### config.mk
export PLATFORM = sky130hd
export DESIGN_NAME = stream_mux_arb_flat
export DESIGN_NICKNAME = d
export VERILOG_FILES = /design/src/rtl/stream_mux_arb_if.sv /design/src/rtl/stream_mux_arb.sv /design/src/flat_wrapper.sv
export SDC_FILE = /design/constraint.sdc
export NUM_CORES = 1
export LEC_CHECK = 0
export CELL_PAD_IN_SITES_DETAIL_PLACEMENT = 1
export CELL_PAD_IN_SITES_GLOBAL_PLACEMENT = 2
export CORE_AREA = 2 2 58 82
export CTS_CLUSTER_SIZE = 30
export DETAILED_ROUTE_END_ITERATION = 8
export DIE_AREA = 0 0 60 84
export HOLD_SLACK_MARGIN = 0.05
export PLACE_DENSITY_LB_ADDON = 0.3
export SLEW_MARGIN = 20
export SYNTH_ARGS = -nofsm -noshare
export SYNTH_HDL_FRONTEND = slang
export SYNTH_SLANG_ARGS = --single-unit
### constraint.sdc
create_clock -name clk -period 5.4 [get_ports clk]
set_clock_uncertainty 0.15 [all_clocks]
set_input_delay 1.35 -clock clk [delete_from_list [all_inputs] [get_ports clk]]
set_output_delay 1.35 -clock clk [all_outputs]
set_load 0.005 [all_outputs]
### src/rtl/stream_mux_arb_if.sv
// rtl/stream_mux_arb_if.sv - handshake bundle between N producers, the mux and one consumer
interface stream_mux_arb_if #(
    parameter int WIDTH = 8,
    parameter int N     = 4
);
    localparam int SELW = $clog2(N);

    logic [N*WIDTH-1:0] in_data;
    logic [N-1:0]       in_valid;
    logic [N-1:0]       in_ready;
    logic [SELW-1:0]    sel;
    logic [WIDTH-1:0]   out_data;
    logic               out_valid;
    logic               out_ready;
    logic [SELW-1:0]    out_src;

    modport master (
        output in_data, in_valid, sel, out_ready,
        input  in_ready, out_data, out_valid, out_src
    );

    modport slave (
        input  in_data, in_valid, sel, out_ready,
        output in_ready, out_data, out_valid, out_src
    );
endinterface

### src/rtl/stream_mux_arb.sv
// rtl/stream_mux_arb.sv - N:1 stream mux with select / round-robin / priority grant and a registered output
module stream_mux_arb #(
    parameter int WIDTH = 8,
    parameter int N     = 4,
    parameter int MODE  = 1
) (
    input logic             clk,
    input logic             rst,
    stream_mux_arb_if.slave bus
);
    localparam int SELW = $clog2(N);
    localparam int SW1  = SELW + 1;

    logic [SELW-1:0] rr_ptr;
    logic [SELW-1:0] gidx;
    logic [SELW:0]   sum;
    logic            found;
    logic            load;
    logic [N-1:0]    grant;

    assign load         = ~bus.out_valid | bus.out_ready;
    assign bus.in_ready = grant & {N{load}};

    // Search starts at rr_ptr for round-robin, at 0 for fixed priority; wrap without a modulo.
    always_comb begin
        found = 1'b0;
        gidx  = '0;
        sum   = '0;
        if (MODE == 0) begin
            if (({1'b0, bus.sel} < SW1'(N)) && bus.in_valid[bus.sel]) begin
                found = 1'b1;
                gidx  = bus.sel;
            end
        end else begin
            for (int k = 0; k < N; k++) begin
                sum = (MODE == 1) ? ({1'b0, rr_ptr} + SW1'(k)) : SW1'(k);
                if (sum >= SW1'(N)) begin
                    sum = sum - SW1'(N);
                end
                if (!found && bus.in_valid[sum[SELW-1:0]]) begin
                    found = 1'b1;
                    gidx  = sum[SELW-1:0];
                end
            end
        end
    end

    always_comb begin
        grant = '0;
        if (found) begin
            grant[gidx] = 1'b1;
        end
    end

    always_ff @(posedge clk or posedge rst) begin
        if (rst) begin
            bus.out_valid <= 1'b0;
            bus.out_data  <= '0;
            bus.out_src   <= '0;
            rr_ptr        <= '0;
        end else if (load) begin
            if (found) begin
                bus.out_valid <= 1'b1;
                bus.out_data  <= bus.in_data[int'(gidx)*WIDTH +: WIDTH];
                bus.out_src   <= gidx;
                if (MODE == 1) begin
                    rr_ptr <= ({1'b0, gidx} == SW1'(N - 1)) ? '0 : gidx + SELW'(1);
                end
            end else begin
                bus.out_valid <= 1'b0;
            end
        end
    end
endmodule

### src/flat_wrapper.sv
// flat-port wrapper written by rule: the top's interface ports become plain ports
module stream_mux_arb_flat 
#(
    parameter int WIDTH = 8,
    parameter int N     = 4,
    parameter int MODE  = 1
)
  (clk, rst, bus_in_data, bus_in_valid, bus_sel, bus_out_ready, bus_in_ready, bus_out_data, bus_out_valid, bus_out_src);
  stream_mux_arb_if #(.WIDTH(WIDTH), .N(N)) bus_i ();
  input logic clk;
  input logic rst;
  input wire logic [$bits(bus_i.in_data)-1:0] bus_in_data;
  input wire logic [$bits(bus_i.in_valid)-1:0] bus_in_valid;
  input wire logic [$bits(bus_i.sel)-1:0] bus_sel;
  input wire logic [$bits(bus_i.out_ready)-1:0] bus_out_ready;
  output wire logic [$bits(bus_i.in_ready)-1:0] bus_in_ready;
  output wire logic [$bits(bus_i.out_data)-1:0] bus_out_data;
  output wire logic [$bits(bus_i.out_valid)-1:0] bus_out_valid;
  output wire logic [$bits(bus_i.out_src)-1:0] bus_out_src;
  assign bus_i.in_data = bus_in_data;
  assign bus_i.in_valid = bus_in_valid;
  assign bus_i.sel = bus_sel;
  assign bus_i.out_ready = bus_out_ready;
  assign bus_in_ready = bus_i.in_ready;
  assign bus_out_data = bus_i.out_data;
  assign bus_out_valid = bus_i.out_valid;
  assign bus_out_src = bus_i.out_src;
  stream_mux_arb #(.WIDTH(WIDTH), .N(N), .MODE(MODE)) u_core (.clk(clk), .rst(rst), .bus(bus_i));
endmodule
### After elaboration in Yosys (flattened, before gate mapping)

Index checks and enable logic that the tools add are counted.

| word-level totals | value |
|---|---|
| logic and storage cells | 60 |
| output and inout port bits | 15 |
| input port bits | 41 |
| bits in registers | 13 |

| cells by class | value |
|---|---|
| add/sub/neg operators | 8 |
| reductions and logical operators | 8 |
| eq/ne operators | 1 |
| magnitude comparators | 10 |
| shift-type cells | 1 |
| bitwise logic cells | 3 |
| muxes and demuxes | 25 |

Operators with widths:

| cell | count |
|---|---|
| variable part select 32 x 6 -> 8 bit | 1 |
| two-way mux 2 bit | 9 |
| < comparator 2 x 3 -> 1 bit, second input constant | 5 |
| two-way mux 1 bit | 10 |
| >= comparator 3 bit, second input constant | 3 |
| binary-select mux 1 bit (select 2 bit) | 4 |
| subtractor 2 x 1 -> 2 bit, second input constant | 4 |
| adder 2 x 2 -> 3 bit, second input constant | 2 |
| AND 4 bit | 1 |
| logical AND 1 bit | 4 |
| two-way mux 4 bit | 1 |
| adder 2 x 1 -> 3 bit, second input constant | 1 |
| >= comparator 2 x 3 -> 1 bit, second input constant | 1 |
| zero test 1 bit | 3 |
| adder 2 x 1 -> 2 bit, second input constant | 1 |
| demux 1 bit (select 2 bit) | 1 |
| equality test 2 bit, second input constant | 1 |
| >= comparator 2 x 1 -> 1 bit, second input constant | 1 |
| AND reduction 2 bit | 1 |
| NOT 1 bit | 1 |
| bitwise OR 1 bit | 1 |

### Logic depth before layout (Yosys ltp)

Gate-level depths: netlist (run 1).

| logic depth | value |
|---|---|
| depth in word-level cells | 20 |
| gate-level depth with buffers | 7 |
| gate-level depth less buffers | 6 |

### Least setup slack after synthesis (run 1)

No wires, ideal clock.

| timing | value |
|---|---|
| path type | input to output |
| from | input bus_in_valid[0] |
| to | output bus_in_ready[1] |
| cell stages on the path | 5 |
| required time | 3.900 ns |
| path slack | 1.612 ns |
| buffers on the path | 1 |
| data arrival time | 2.288 ns |
| path through | mux2_4 a221oi_2 nand2_1 buf_6 nor2_1 |

| on the way | value |
|---|---|
| cells in the longest elaborated chain, start to end | 18 |
| elaborated cells between the ends (all ways) | 29 |
| classes of those cells | order compare (2); mux (19); bitwise (1); reduce/logical (7) |

Ends and longest elaborated chain:

| item | line | text |
|---|---|---|
| from (decl) | flat_wrapper.sv:13 | `input wire logic [$bits(bus_i.in_valid)-1:0] bus_in_valid;` |
| binary-select mux 1 bit (select 2 bit) | stream_mux_arb.sv:40 | `if (!found && bus.in_valid[sum[SELW-1:0]]) begin` |
| two-way mux 1 bit (not written as such) | stream_mux_arb.sv:40 |  |
| two-way mux 1 bit | stream_mux_arb.sv:40 |  |
| zero test 1 bit | stream_mux_arb.sv:40 |  |
| logical AND 1 bit | stream_mux_arb.sv:40 |  |
| two-way mux 1 bit | stream_mux_arb.sv:40 |  |
| zero test 1 bit | stream_mux_arb.sv:40 |  |
| logical AND 1 bit | stream_mux_arb.sv:40 |  |
| (+2 left out) | n/a |  |
| logical AND 1 bit | stream_mux_arb.sv:40 |  |
| two-way mux 2 bit | stream_mux_arb.sv:40 |  |
| < comparator 2 x 3 -> 1 bit (not written as such) / >= comparator 2 x 1 -> 1 bit (equally long branches) | stream_mux_arb.sv:51 | `grant[gidx] = 1'b1;` |
| logical AND 1 bit (not written as such) | stream_mux_arb.sv:51 |  |
| two-way mux 1 bit (not written as such) | stream_mux_arb.sv:51 |  |
| demux 1 bit (select 2 bit) | n/a |  |
| two-way mux 4 bit (*) | stream_mux_arb.sv:50 | `if (found) begin` |
| AND 4 bit (*) | stream_mux_arb.sv:22 | `assign bus.in_ready = grant & {N{load}};` |
| to (decl) | flat_wrapper.sv:16 | `output wire logic [$bits(bus_i.in_ready)-1:0] bus_in_ready;` |

Every way passes the cells marked *; elsewhere a longest branch is shown, timed or not. The select of a mux whose other input is x is not followed.

### Final worst setup path (run 1)

| timing | value |
|---|---|
| from | input bus_in_valid[2] |
| to | output bus_in_ready[2] |

The elaborated chain is that of the path after synthesis.

==> run metrics, run 1 <==
status=complete, no violations; register area=325 um2; clk buf depth=2; vias in the first global route=917; CTS H-tree lvls=1; largest net degree at the start of global routing=16; WP data required=3.90 ns; remaining antenna violation count=0; nets=180; Crit Path Class=primary input to primary output; element type at the critical path end=primary output; router iterations before antenna repair=3; FMAX=0.202 GHz; # clock sinks=13; r2r setup slk=3.38 ns; crit start category=primary input; register area share after synthesis=37.5%; Post-Syn Area per Cell=10.7 um2; CTS Buf Count=3; post-CTS setup buffer count=0; Peak VDD IR=94.5 uV; synthesis-stage register bit count=13; total global-route track usage=11.8%; Distinct cells, synth=21; Finished Layout Cells=199; Initial Util=19.7%; # rows=29; via count=844; Vias/cell=4.24; hold crit path type=flip-flop to flip-flop; mapped cell area=867 um2; Filler cells=500; setup TNS=0 ns; critical hold path startpoint=u_core.bus.out_src[0]; worst r2r src=u_core.rr_ptr[1]; Iteration-0 DRC Markers=45; Die H=84 um; global-route wire length before repair=4.43 mm; Boundary Pins=56; Die Wd=60 um; Hold Path Depth=2; pwr dens=327 nW/um2; CTS Hold Bufs=0; Tightest Pin Transition=0.531 ns; Cells after Synth=81; GRT overflow=0; cell total after placement=195; Pleak=0.625 nW; initial antenna violation count=0; Synth top area share=37.5%; crit path time final=4.95 ns; Setup violations, final=0; drt drc=0; hpwl dp=2.24 mm; Pwr Total=0.494 mW; Worst slew margin=64.5%; Endpoint, Worst Hold=u_core.bus.out_src[0]; Layout area overhead=74.5%; post-CTS sizing=0; CTS tree=yes; Syn Nets=123; count of pins over their slew limit=0; GPL Wtd Cong=0.658; reg-to-reg critical path endpoint=u_core.bus.out_data[4]; Core Box Area=4390 um2; largest cells by area after synthesis=dfrtp_1, mux2i_1, o221ai_2, nand2_1, buf_6; Worst-Skew Late Latency=0.24 ns; n_diodes=0; Reg2Reg Depth=5; routed wire length=2.72 mm; fraction of layout cells with a size suffix above 1=13.9%; Root Driver=clkbuf_8; cell taking the most area after synthesis=dfrtp_1; period utilization=91.6%; CTS clk-pin slew, worst paths=0.05 ns; Worst EP arrival=3.45 ns; final hold viol count=0; area of the multi-input gates=493 um2; RSZ-0062 raised after global routing=no; # Max-Cap Violations=0; Port Buffer Count=53; Die ar.=5040 um2; critical-path maximum fanout=5; Yosys Warn Count=0; WL/cell=13.7 um
==> worst max-delay path: stages <==
cell and delay (ns):
clkdlybuf4s50_1 0.50, nor4_1 0.52, a21oi_1 0.20, or2b_1 0.34, nor2b_1 0.07, clkdlybuf4s50_1 0.46
==> metrics by stage <==
step	utilization [%]	setup slack (ns)	cell area [um2]	hold slack (ns)
final	34.5	0.454	1510	0.333
after global routing	34.5	0.286	1510	0.343
after CTS	34.5	0.394	1510	0.336
after detailed placement	33.4	0.415	1470	0.322
after global placement	33.4	0.486	1470	0.314
after floorplan	-	1.61	867	0.320
==> cell usage in the layout, fill, tap and decap left out, types with 3 or more instances in the layout <==
master           netlist  routed
clkdlybuf4s50_1        0      53
nand2_1               17      17
mux2i_1               16      16
dfrtp_1               13      13
o221ai_2               8       8
a21oi_1                4       4
buf_4                  0       4
inv_1                  3       3
nor2_1                 3       3
clkbuf_8               0       3
==> metal layers <==
layer | track usage [%] | part of all wire (%) | vias up
li1 | - | - | 406
met3 | 1.86 | 4.1 | 4
met5 | 0 | 0 | -
met1 | 12.0 | 35 | 411
met4 | 4.85 | 1.5 | 0
met2 | 22.2 | 59 | 23
==> cell type report <==
type	instances	share of cell area (%)
repair buffers	57	37.1
clock buffers	4	2.98
well taps	62	5.13
flip-flops and latches	13	21.5
multi-input cells	60	32.6
inverters	3	0.744
==> registers in the layout (all words and copies together) (netlist names) <==
| register | cells |
|---|---|
| u_core.bus.out_data | 8 |
| u_core.bus.out_src | 2 |
| u_core.rr_ptr | 2 |
| u_core.bus.out_valid | 1 |
==> synthesized netlist by cell type, drive strengths merged <==
cell	n
nor2b	1
a21oi	4
dfrtp	13
and2	1
a21boi	1
o221ai	8
a21o	1
a221oi	1
buf	5
inv	3
mux2i	16
nor4	1
nand3b	1
mux2	2
ha	1
or2b	1
nor2	3
a2bb2oi	1
nand2	17
==> power by group <==
group	internal, mW	total (mW)	switching [mW]
registers	0.130	0.151	0.0216
logic	0.152	0.256	0.104
clock network	0.0522	0.0868	0.0346
total	0.334	0.494	0.161
==> cells by family after synthesis <==
group	Yosys count	share of synthesized area [%]
AO/OA/AOI/OAI	16	21.4
AND/OR/NAND/NOR	25	12.6
adder cells (fa/ha/maj)	1	1.44
buffers and inverters	8	5.63
multiplexers	18	21.5
flip-flops	13	37.5
==> worst max path at each step <==
stage                          from              end  slack [ns]
CTS                 bus_in_valid[2]  bus_in_ready[2]        0.39
floorplan           bus_in_valid[0]  bus_in_ready[1]        1.61
finish              bus_in_valid[2]  bus_in_ready[2]        0.45
global route        bus_in_valid[2]  bus_in_ready[0]        0.29
detailed placement  bus_in_valid[2]  bus_in_ready[2]        0.42
global placement    bus_in_valid[2]  bus_in_ready[0]        0.49
(Power assumes the default switching activity.)
==> inputs of run 2 (changes only) <==
--- a/config.mk
+++ b/config.mk
@@ -8,6 +8,7 @@
 export CELL_PAD_IN_SITES_DETAIL_PLACEMENT = 1
 export CELL_PAD_IN_SITES_GLOBAL_PLACEMENT = 2
 export CORE_AREA = 2 2 58 82
+export CTS_CLUSTER_DIAMETER = 30
 export CTS_CLUSTER_SIZE = 30
 export DETAILED_ROUTE_END_ITERATION = 8
 export DIE_AREA = 0 0 60 84
==> results of run 2 <==
The final DEF is identical to that of run 1; final timing and power are the same.
==> inputs of run 3 (changes only) <==
--- a/config.mk
+++ b/config.mk
@@ -8,7 +8,7 @@
 export CELL_PAD_IN_SITES_DETAIL_PLACEMENT = 1
 export CELL_PAD_IN_SITES_GLOBAL_PLACEMENT = 2
 export CORE_AREA = 2 2 58 82
-export CTS_CLUSTER_DIAMETER = 30
+export CTS_CLUSTER_DIAMETER = 120
 export CTS_CLUSTER_SIZE = 30
 export DETAILED_ROUTE_END_ITERATION = 8
 export DIE_AREA = 0 0 60 84
==> results of run 3 <==
The final DEF is identical to that of run 1; final timing and power are the same.
